<file path="config.mk">
export PLATFORM = sky130hd
export DESIGN_NAME = mio_bus_ctrl
export DESIGN_NICKNAME = d
export VERILOG_FILES = /design/src/rtl/mio_pkg.sv /design/src/rtl/mio_timer.sv /design/src/rtl/mio_bus_ctrl.sv
export SDC_FILE = /design/constraint.sdc
export NUM_CORES = 1
export LEC_CHECK = 0
export ABC_AREA = 1
export BUFFER_PORTS_ARGS = -buffer_cell sky130_fd_sc_hd__buf_2
export CAP_MARGIN = 10
export CORE_MARGIN = 1.5
export CORE_UTILIZATION = 48
export CTS_BUF_LIST = sky130_fd_sc_hd__clkbuf_16
export CTS_CLUSTER_SIZE = 25
export DETAILED_ROUTE_END_ITERATION = 8
export GPL_ROUTABILITY_DRIVEN = 0
export HOLD_SLACK_MARGIN = 0.06
export PLACE_DENSITY = 0.78
export SKIP_LAST_GASP = 1
export SYNTH_ARGS = -nofsm -noshare
export SYNTH_HDL_FRONTEND = slang
export SYNTH_HIERARCHICAL = 1
export SYNTH_SLANG_ARGS = --single-unit
</file>
<file path="constraint.sdc">
create_clock -name clk -period 7.8 [get_ports clk]
set_clock_uncertainty 0.15 [all_clocks]
set_input_delay 1.56 -clock clk [delete_from_list [all_inputs] [get_ports clk]]
set_output_delay 1.56 -clock clk [all_outputs]
set_load 0.1 [all_outputs]
</file>
<file path="src/rtl/mio_pkg.sv">
// mio_pkg
// Shared definitions for the memory/IO bus controller:
//   - state_t    : controller FSM states
//   - target_t   : address-decode result
//   - GPIO_ADDR / COUNTER_ADDR : memory-mapped register addresses
//   - decodeTarget() : maps a CPU byte address onto a target
package mio_pkg;

  typedef enum logic [1:0] {
    ST_IDLE,
    ST_ACCESS,
    ST_WAIT,
    ST_DONE
  } state_t;

  typedef enum logic [1:0] {
    TGT_RAM,
    TGT_GPIO,
    TGT_COUNTER,
    TGT_UNMAPPED
  } target_t;

  localparam logic [31:0] GPIO_ADDR    = 32'hF000_0000;
  localparam logic [31:0] COUNTER_ADDR = 32'hF000_0004;

  // RAM occupies byte addresses 0 .. 4*2^ramAw-1, so every bit above
  // ramAw+1 must be zero. The two byte-select bits never take part in decode.
  function automatic target_t decodeTarget(input logic [31:0] a,
                                           input int unsigned ramAw,
                                           input logic        counterEn);
    target_t t;
    t = TGT_UNMAPPED;
    if ((a >> (ramAw + 2)) == 32'd0)
      t = TGT_RAM;
    else if ((a & ~32'h3) == GPIO_ADDR)
      t = TGT_GPIO;
    else if (counterEn && ((a & ~32'h3) == COUNTER_ADDR))
      t = TGT_COUNTER;
    return t;
  endfunction

endpackage

</file>
<file path="src/rtl/mio_timer.sv">
// mio_timer
// 32-bit free-running cycle counter with a synchronous load. A load takes
// priority over the increment in the same cycle; the count wraps naturally.
// Ports:
//   clk, reset  : clock, asynchronous active-high reset (count -> 0)
//   i_load      : load strobe
//   i_loadVal   : value loaded when i_load is high
//   o_count     : current count
module mio_timer (
  input  logic        clk,
  input  logic        reset,
  input  logic        i_load,
  input  logic [31:0] i_loadVal,
  output logic [31:0] o_count
);

  always_ff @(posedge clk or posedge reset) begin
    if (reset)
      o_count <= 32'd0;
    else if (i_load)
      o_count <= i_loadVal;
    else
      o_count <= o_count + 32'd1;
  end

endmodule

</file>
<file path="src/rtl/mio_bus_ctrl.sv">
// mio_bus_ctrl
// Bus controller between a CPU request port and a synchronous RAM, a GPIO
// register pair and (optionally) a free-running counter.
//
// Build option: define MIO_COUNTER_EN to place the counter at 0xF000_0004.
// Without it that address is unmapped.
//
// Ports:
//   clk, reset         : clock, asynchronous active-high reset
//   req, mem_w         : access request (level) and write flag, sampled in IDLE
//   addr               : CPU byte address (word accesses, addr[1:0] ignored)
//   data_from_cpu      : write data
//   data2CPU           : registered read data, valid while MIO_ready is high
//   MIO_ready          : one-cycle completion pulse
//   ram_addr/ram_we/ram_din/ram_dout : synchronous RAM port (1-cycle read)
//   gpio_in / gpio_out : switch inputs / LED register
//   bus_err            : sticky flag, set by any unmapped access
//
// Timing, counting the req-sampling edge as edge 0: non-RAM targets complete
// at edge 0 (MIO_ready high in the following cycle). RAM accesses present the
// address during the first ACCESS cycle, give the RAM its read-latency cycle in
// the second ACCESS cycle, then spend RAM_WAIT cycles in WAIT, so DONE is
// entered at edge 2+RAM_WAIT.
module mio_bus_ctrl
  import mio_pkg::*;
#(
  parameter int RAM_WAIT = 2,
  parameter int RAM_AW   = 10
) (
  input  logic              clk,
  input  logic              reset,
  input  logic              req,
  input  logic              mem_w,
  input  logic [31:0]       addr,
  input  logic [31:0]       data_from_cpu,
  output logic [31:0]       data2CPU,
  output logic              MIO_ready,
  output logic [RAM_AW-1:0] ram_addr,
  output logic              ram_we,
  output logic [31:0]       ram_din,
  input  logic [31:0]       ram_dout,
  input  logic [31:0]       gpio_in,
  output logic [31:0]       gpio_out,
  output logic              bus_err
);

  localparam logic [3:0] WAIT_LOAD = 4'(RAM_WAIT - 1);

`ifdef MIO_COUNTER_EN
  localparam logic COUNTER_EN = 1'b1;
`else
  localparam logic COUNTER_EN = 1'b0;
`endif

  state_t      r_state;
  logic        r_reqWe;
  logic        r_accPhase;
  logic [3:0]  r_waitCnt;
  target_t     w_target;
  logic [31:0] w_count;

  assign w_target = decodeTarget(addr, RAM_AW, COUNTER_EN);

`ifdef MIO_COUNTER_EN
  logic w_counterLoad;

  // A counter write lands on the same edge that samples the request.
  assign w_counterLoad = (r_state == ST_IDLE) && req && mem_w &&
                         (w_target == TGT_COUNTER);

  mio_timer u_timer (
    .clk      (clk),
    .reset    (reset),
    .i_load   (w_counterLoad),
    .i_loadVal(data_from_cpu),
    .o_count  (w_count)
  );
`else
  assign w_count = 32'd0;
`endif

  // Controller FSM. ram_addr/ram_din double as the latched request address
  // and data for RAM accesses; other targets finish on the sampling edge and
  // need nothing latched beyond the write flag.
  always_ff @(posedge clk or posedge reset) begin
    if (reset) begin
      r_state    <= ST_IDLE;
      r_reqWe    <= 1'b0;
      r_accPhase <= 1'b0;
      r_waitCnt  <= 4'd0;
      MIO_ready  <= 1'b0;
      ram_we     <= 1'b0;
      ram_addr   <= '0;
      ram_din    <= 32'd0;
      data2CPU   <= 32'd0;
      gpio_out   <= 32'd0;
      bus_err    <= 1'b0;
    end else begin
      MIO_ready <= 1'b0;
      ram_we    <= 1'b0;
      case (r_state)
        ST_IDLE: begin
          if (req) begin
            r_reqWe <= mem_w;
            case (w_target)
              TGT_RAM: begin
                ram_addr   <= addr[RAM_AW+1:2];
                ram_din    <= data_from_cpu;
                ram_we     <= mem_w;
                r_accPhase <= 1'b0;
                r_state    <= ST_ACCESS;
              end
              TGT_GPIO: begin
                if (mem_w)
                  gpio_out <= data_from_cpu;
                data2CPU  <= mem_w ? 32'd0 : gpio_in;
                MIO_ready <= 1'b1;
                r_state   <= ST_DONE;
              end
              TGT_COUNTER: begin
                data2CPU  <= mem_w ? 32'd0 : w_count;
                MIO_ready <= 1'b1;
                r_state   <= ST_DONE;
              end
              default: begin
                data2CPU  <= 32'd0;
                bus_err   <= 1'b1;
                MIO_ready <= 1'b1;
                r_state   <= ST_DONE;
              end
            endcase
          end
        end
        // Phase 0: address/strobe on the RAM port. Phase 1: RAM read latency.
        ST_ACCESS: begin
          if (!r_accPhase) begin
            r_accPhase <= 1'b1;
          end else if (RAM_WAIT == 0) begin
            data2CPU  <= r_reqWe ? 32'd0 : ram_dout;
            MIO_ready <= 1'b1;
            r_state   <= ST_DONE;
          end else begin
            r_waitCnt <= WAIT_LOAD;
            r_state   <= ST_WAIT;
          end
        end
        ST_WAIT: begin
          if (r_waitCnt == 4'd0) begin
            data2CPU  <= r_reqWe ? 32'd0 : ram_dout;
            MIO_ready <= 1'b1;
            r_state   <= ST_DONE;
          end else begin
            r_waitCnt <= r_waitCnt - 4'd1;
          end
        end
        default: begin
          r_state <= ST_IDLE;
        end
      endcase
    end
  end

endmodule

</file>
==> results of run 1 <==
[placed cells by master, fill, tap and decap left out, types with 2 or more instances in the layout]
cell type and n:
sky130_fd_sc_hd__a21oi_1 2, sky130_fd_sc_hd__buf_2 238, sky130_fd_sc_hd__buf_4 6, sky130_fd_sc_hd__clkbuf_16 17
sky130_fd_sc_hd__clkinv_1 3, sky130_fd_sc_hd__clkinv_2 2, sky130_fd_sc_hd__clkinv_4 3, sky130_fd_sc_hd__clkinvlp_4 7
sky130_fd_sc_hd__dfrtp_1 117, sky130_fd_sc_hd__ha_1 6, sky130_fd_sc_hd__inv_1 59, sky130_fd_sc_hd__inv_2 4
sky130_fd_sc_hd__inv_6 2, sky130_fd_sc_hd__nand2_1 341, sky130_fd_sc_hd__nand2_4 2, sky130_fd_sc_hd__nand3_1 110
sky130_fd_sc_hd__nand4_1 3, sky130_fd_sc_hd__nor2_1 50, sky130_fd_sc_hd__nor2_2 6, sky130_fd_sc_hd__nor2_4 5
sky130_fd_sc_hd__o21ai_0 4, sky130_fd_sc_hd__o31ai_1 2
[power by group]
group | internal [mW] | switching (mW) | leakage, nW
Combinational | 0.159 | 0.581 | 2.88
Clock | 0.405 | 0.289 | 0.241
Sequential | 0.657 | 0.0258 | 1.60
[worst max path at each step]
stage | to | depth (start not counted)
CTS | gpio_out[18]$_DFFE_PP0P_ | 9
global placement | gpio_out[8]$_DFFE_PP0P_ | 9
finish | gpio_out[18]$_DFFE_PP0P_ | 9
detailed placement | gpio_out[18]$_DFFE_PP0P_ | 9
global route | gpio_out[10]$_DFFE_PP0P_ | 9
floorplan | MIO_ready$_DFF_PP0_ | 1
[through the flow]
step / area [sq um] / hold slack [ns] / setup slack (ns)
floorplan: 5770 / 0.293 / 2.99
global placement: 6940 / 0.298 / 3.94
detailed placement: 6940 / 0.303 / 3.96
CTS: 7480 / 0.317 / 4.38
global route: 7480 / 0.338 / 4.16
finish: 7480 / 0.312 / 4.42
[cell families after synthesis]
kind of cell	share of synthesized area [%]
AOI/OAI and AO/OA	1.30
adders and majority gates	1.30
buffers and inverters	8.61
DFF	50.7
and+or+nand+nor	38.1
[metal layers]
metal	track usage [%]	vias up	wire length (microns)
met3	8.59	19	1540
li1	-	2791	-
met5	0	-	0
met2	43.2	247	7290
met4	7.34	0	208
met1	31.9	2533	6450
[tightest hold or removal path: stages (launching register included)]
cell,delay (ns)
sky130_fd_sc_hd__dfrtp_1,0.33
sky130_fd_sc_hd__nand2_1,0.05
sky130_fd_sc_hd__nand2_1,0.04
[area by class of cell]
cell class | count | area [sq um] | area share [%]
Inverter | 66 | 250 | 3.35
Sequential cell | 117 | 2930 | 39.2
Multi-Input combinational cell | 539 | 2350 | 31.4
Tap cell | 143 | 179 | 2.39
Timing Repair Buffer | 244 | 1240 | 16.5
Clock buffer | 17 | 425 | 5.69
Clock inverter | 15 | 110 | 1.47
[sequential cells by signal, summed over array words and instances (netlist names)]
| name | flops |
|---|---|
| bus_err | 1 |
| r_reqWe | 1 |
| data2CPU | 32 |
| gpio_out | 32 |
| ram_din | 32 |
| r_accPhase | 1 |
| ram_we | 1 |
| r_waitCnt | 4 |
| r_state | 2 |
| MIO_ready | 1 |
| ram_addr | 10 |
[cells in the mapped netlist (all sizes together)]
library cell    n  area share, %
nor2           61            4.8
buf            35            4.1
nand4           3           0.33
or2             1           0.11
inv            64            4.2
nand2         344             23
ha              6            1.3
nand3         112             10
o21bai          1           0.13
o22ai           1           0.11
clkbuf          4           0.26
clkinv          2           0.13
dfrtp         117             51
nor3            1          0.087
a21oi           2           0.17
o31ai           2           0.26
o21ai           5           0.63
==> load_flow_metrics.sql, run 1 <==
INSERT INTO impl_metrics (metric_group, metric, value, unit) VALUES
('critical_path', 'cpPeakStageDelay', '0.71', 'ns'),
('floorplan', 'initial_core_util', '49.9', '%'),
('critical_path', 'regToRegEndpoint', 'data2CPU[25]$_DFFE_PP0P_', ''),
('route', 'drt-total-wl', '15.5', 'mm'),
('synthesis', 'postSynthNetCount', '899', ''),
('critical_path', 'setup.worst_path.start', 'addr[13]', ''),
('grt', 'grt_pass1_vias', '5447', ''),
('power_and_ir_drop', 'design_power_total', '2.12', 'mW'),
('critical_path', 'cp_common_cell', 'sky130_fd_sc_hd__nand2_1', ''),
('timing', 'worst-slew-pin-transition', '1.13', 'ns'),
('cts', 'cts_buffer_depth', '2', ''),
('timing', 'report.final.hold_viol_count', '0', ''),
('final_layout', 'antenna_cells', '0', ''),
('final_layout', 'fillerInstances', '1059', ''),
('cts', 'tritoncts_clock_tree', 'yes', ''),
('cts', 'worst_setup_hold_path_clk_slew', '0.06', 'ns'),
('grt', 'first_pass_grt_wire_length', '26.0', 'mm'),
('min_path', 'hold_path_depth', '2', ''),
('critical_path', 'critPathTopFamily', 'simple AND/OR/NAND/NOR gates', ''),
('grt', 'track_usage', '25.8', '%'),
('timing', 'rsz0062_at_grt', 'no', ''),
('critical_path', 'critical_path_peak_fanout', '34', ''),
('critical_path', 'slack_of_the_worst_reg_to_reg_path', '5.39', 'ns'),
('floorplan', 'die_h', '113', 'microns'),
('floorplan', 'die-width', '113', 'microns'),
('synthesis', 'synthCells', '761', ''),
('final_layout', 'final_core_util', '64.7', '%'),
('timing', 'setup_viol', '0', ''),
('placement', 'io_buffer_count', '238', ''),
('floorplan', 'core_area', '11600', 'sq um'),
('synthesis', 'synthesis.area', '5770', 'sq um'),
('cts', 'cts_resized', '0', ''),
('critical_path', 'worst_r2r_startpoint', 'r_state[0]$_DFFE_PP0P_', ''),
('synthesis', 'yosysUniqueCellTypes', '27', ''),
('cts', 'numCtsBuffers', '17', ''),
('critical_path', 'worst-endpoint-required', '7.94', 'ns'),
('synthesis', 'ff_latch_count_synth', '117', ''),
('route', 'mean_number_of_vias_per_cell', '4.90', ''),
('route', 'drt_first_pass_iters', '7', ''),
('final_layout', 'area.growth.synth_to_final', '29.6', '%'),
('run_status', 'result_of_the_run', 'finished clean', ''),
('cts', 'htree_num_levels', '4', ''),
('critical_path', 'endpoint_class_of_the_critical_path', 'register', ''),
('critical_path', 'rr_worst_depth', '9', ''),
('cts', 'root_buffer', 'sky130_fd_sc_hd__clkbuf_16', ''),
('power_and_ir_drop', 'total_leakage_power', '4.73', 'nW'),
('cts', 'cts_sinks', '117', ''),
('synthesis', 'synth-seq-area-share', '50.7', '%'),
('route', 'drc', '0', ''),
('final_layout', 'final_layout_size_suffix_gt1_share', '29.9', '%'),
('grt', 'antenna_found_initial', '0', ''),
('route', 'routed_wire_length_per_instance', '13.6', 'microns'),
('cts', 'post_cts_buffers', '0', ''),
('floorplan', 'dieArea', '12700', 'sq um'),
('route', 'postRouteAntennaNets', '0', ''),
('critical_path', 'timing.critical_path.from_type', 'input port', ''),
('floorplan', 'rows', '39', ''),
('min_path', 'worstHoldStart', 'ram_addr[7]$_DFFE_PP0P_', ''),
('power_and_ir_drop', 'power.ir.vdd_worst', '158', 'uV'),
('timing', 'fin_tns_setup', '0', 'ns'),
('floorplan', 'io_pins', '241', ''),
('grt', 'grt_start_max_net_pins', '68', ''),
('timing', 'maxSlewViolCount', '0', ''),
('timing', 'timing.final.crit_share', '43.4', '%'),
('placement', 'dp_hpwl', '10.3', 'mm'),
('route', 'detailedRoute.firstIterationViolations', '379', ''),
('critical_path', 'critPathKind', 'in -> reg', ''),
('cts', 'worstSkewPairLatency', '0.40', 'ns'),
('final_layout', 'fin_nets', '1123', ''),
('run', 'drv.max_cap_violation_count', '0', ''),
('timing', 'min_period', '3.38', 'ns');
Power figures use the tool's default switching activity.
==> run 2, diff against run 1 <==
Settings changed: CORE_UTILIZATION 48 to 44, PLACE_DENSITY 0.78 to 0.75.
Clock period 7.8 ns to 2.9 ns, I/O delays scaled along.
==> run 2 against run 1 <==
Via count fell by 1.0%. Critical path type is now reg -> reg. Hold slack got worse by 0.18 ns. Final area rose by 1.6%. Sequential share of layout area fell by 0.63 points. Combinational power rose to 2.7 times the previous value. Critical path depth fell by 1. Wire length rose by 0.90%. Total power rose to 2.7 times the previous value. Cell count rose by 2.9%. Highest routed layer unchanged.
==> load_flow_metrics.sql, run 2 (synthesized netlist as in run 1, its figures left out) <==
INSERT INTO impl_metrics (metric_group, metric, value, unit) VALUES
('timing', 'fmaxAchievable', '0.503', 'GHz'),
('final_layout', 'final_core_util', '59.7', '%'),
('power_and_ir_drop', 'power.share.sequential', '32.0', '%'),
('cts', 'post_cts_buffers', '0', ''),
('final_layout', 'finalInstanceArea', '7600', 'sq um'),
('cts', 'root_buffer', 'sky130_fd_sc_hd__clkbuf_16', ''),
('critical_path', 'critical_path_peak_fanout', '32', ''),
('critical_path', 'endpoint_class_of_the_critical_path', 'register', ''),
('power_and_ir_drop', 'comb_power_share', '35.2', '%'),
('final_layout', 'layout_top_registers', 'data2CPU: 32 flops, gpio_out: 32 flops, ram_din: 32 flops', ''),
('route', 'drc', '0', ''),
('placement', 'placed_cells_incl_taps', '1146', ''),
('floorplan', 'initial_core_util', '45.4', '%'),
('final_layout', 'final_cell_count_no_fill', '1174', ''),
('power_and_ir_drop', 'power_density', '758', 'nW/um^2'),
('power_and_ir_drop', 'total_leakage_power', '4.80', 'nW'),
('final_layout', 'fillerInstances', '1185', ''),
('floorplan', 'die_h', '118', 'microns'),
('power_and_ir_drop', 'p_sw_share', '40.1', '%'),
('cts', 'cts_sinks', '117', ''),
('min_path', 'worst_hold_path_type', 'in -> async', ''),
('route', 'detailroute.via_count', '5533', ''),
('timing', 'fin_tns_setup', '0', 'ns'),
('power_and_ir_drop', 'power.net_switching', '2.31', 'mW'),
('route', 'mean_number_of_vias_per_cell', '4.71', ''),
('timing', 'report.final.hold_viol_count', '0', ''),
('critical_path', 'worst-endpoint-arrival', '2.13', 'ns'),
('final_layout', 'final_layout_size_suffix_gt1_share', '29.5', '%'),
('route', 'detailedRoute.firstIterationViolations', '344', ''),
('grt', 'globalRoute.totalOverflow', '0', ''),
('cts', 'tritoncts_clock_tree', 'yes', ''),
('cts', 'cts_resized', '0', ''),
('floorplan', 'io_pins', '241', ''),
('final_layout', 'fin_nets', '1131', ''),
('placement', 'placement.cell_area', '7080', 'sq um'),
('grt', 'track_usage', '23.6', '%'),
('placement', 'dp_hpwl', '10.6', 'mm'),
('cts', 'htree_num_levels', '4', ''),
('run_status', 'result_of_the_run', 'finished clean', ''),
('grt', 'antenna_found_initial', '0', ''),
('floorplan', 'rows', '41', ''),
('floorplan', 'core_area', '12700', 'sq um'),
('floorplan', 'dieArea', '13800', 'sq um'),
('timing', 'maxSlewViolCount', '0', ''),
('critical_path', 'critPathKind', 'reg -> reg', ''),
('final_layout', 'layout_common_cells', '341 x sky130_fd_sc_hd__nand2_1, 238 x sky130_fd_sc_hd__buf_2, 117 x sky130_fd_sc_hd__dfrtp_1', ''),
('timing', 'min_period', '1.99', 'ns'),
('power_and_ir_drop', 'power.clock.fraction', '32.9', '%'),
('cts', 'cts_hold_buf', '0', ''),
('route', 'routed_wire_length_per_instance', '13.3', 'microns'),
('placement', 'io_buffer_count', '238', ''),
('timing', 'setup_viol', '0', ''),
('critical_path', 'worst-endpoint-required', '3.04', 'ns'),
('final_layout', 'antenna_cells', '0', ''),
('cts', 'worstSkewPairLatency', '0.41', 'ns'),
('timing', 'timing.final.crit_share', '68.5', '%'),
('route', 'drt-total-wl', '15.6', 'mm'),
('cts', 'cts_buffer_depth', '2', ''),
('timing', 'rsz0062_at_grt', 'no', ''),
('final_layout', 'final_common_cell', 'sky130_fd_sc_hd__nand2_1', ''),
('grt', 'grt_start_max_net_pins', '45', ''),
('grt', 'first_pass_grt_wire_length', '26.1', 'mm'),
('power_and_ir_drop', 'power.ir.vdd_worst', '366', 'uV'),
('cts', 'numCtsBuffers', '17', ''),
('grt', 'grt_pass1_vias', '5379', ''),
('route', 'postRouteAntennaNets', '0', ''),
('final_layout', 'area.growth.synth_to_final', '31.7', '%'),
('run', 'drv.max_cap_violation_count', '0', ''),
('power_and_ir_drop', 'intPower', '3.45', 'mW'),
('critical_path', 'timing.critical_path.from_type', 'register', ''),
('timing', 'slew-limit-headroom', '52.0', '%'),
('route', 'drt_first_pass_iters', '5', ''),
('floorplan', 'die-width', '118', 'microns'),
('cts', 'worst_setup_hold_path_clk_slew', '0.05', 'ns'),
('timing', 'worst-slew-pin-transition', '0.718', 'ns');
[run 2: cell types whose count changed in the layout (fill, tap and decap cells not counted), moves of 2 or more]
| cell | before | now |
|---|---|---|
| sky130_fd_sc_hd__clkinvlp_4 | 7 | 1 |
| sky130_fd_sc_hd__buf_4 | 6 | 11 |
| sky130_fd_sc_hd__clkinv_1 | 3 | 8 |
| sky130_fd_sc_hd__buf_12 | 0 | 3 |
| sky130_fd_sc_hd__clkinv_4 | 3 | 0 |
| sky130_fd_sc_hd__bufinv_16 | 0 | 2 |
| sky130_fd_sc_hd__inv_6 | 2 | 0 |
[run 2: worst paths after layout]
kind	from	end	slack, ns	cells after the start
worst min register to register	gpio_out[29]$_DFFE_PP0P_	gpio_out[29]$_DFFE_PP0P_	0.31	2
max in group asynchronous	reset	data2CPU[22]$_DFFE_PP0P_	1.84	3
worst min-delay path	reset	data2CPU[16]$_DFFE_PP0P_	0.13	2
worst max-delay path	r_state[1]$_DFFE_PP0P_	gpio_out[10]$_DFFE_PP0P_	0.91	8
worst max register to register	r_state[1]$_DFFE_PP0P_	gpio_out[10]$_DFFE_PP0P_	0.91	8
min in group clk	data_from_cpu[8]	ram_din[8]$_DFFE_PP0P_	0.26	3
[run 2: final cells by class]
type,instances,area [sq um],share of cell area [%]
Tap cell,172,215,2.83
Timing Repair Buffer,252,1330,17.6
Sequential cell,117,2930,38.5
Multi-Input combinational cell,539,2350,30.9
Clock buffer,17,425,5.60
Inverter,66,251,3.31
Clock inverter,11,96.3,1.27
[run 2: per-stage QoR]
stage | power, mW | hold slack (ns) | worst slack [ns]
after floorplan | 3.46 | 0.293 | 0.743
after global placement | 3.88 | 0.299 | 0.572
after detailed placement | 3.90 | 0.303 | 0.545
after CTS | 5.81 | 0.153 | 0.907
after global routing | 6.08 | 0.179 | 0.750
final | 5.76 | 0.133 | 0.913
[run 2: per-layer routing]
| metal | part of all wire, % | GRT usage (%) | wire length, microns |
|---|---|---|---|
| met5 | 0 | 0 | 0 |
| met4 | 2.0 | 9.30 | 317 |
| met3 | 8.5 | 7.66 | 1330 |
| met2 | 45 | 37.1 | 7090 |
| met1 | 44 | 30.4 | 6890 |
[run 2: power by group through the flow]
| stage | Clock, mW | Sequential (mW) | Combinational [mW] |
|---|---|---|---|
| after floorplan | 0 | 2.44 | 1.02 |
| after global placement | 0 | 1.86 | 2.02 |
| after detailed placement | 0 | 1.87 | 2.03 |
| after CTS | 1.93 | 1.84 | 2.04 |
| after global routing | 2.01 | 1.86 | 2.22 |
| final | 1.89 | 1.84 | 2.03 |
[run 2: worst max-delay path: stages (launching register included)]
cell and delay (ns):
sky130_fd_sc_hd__dfrtp_1 0.41, sky130_fd_sc_hd__inv_1 0.09, sky130_fd_sc_hd__ha_1 0.24, sky130_fd_sc_hd__nand2_1 0.16, sky130_fd_sc_hd__nor2_2 0.11, sky130_fd_sc_hd__buf_4 0.22, sky130_fd_sc_hd__nand2_4 0.25, sky130_fd_sc_hd__nand2_1 0.14
sky130_fd_sc_hd__nand2_1 0.08
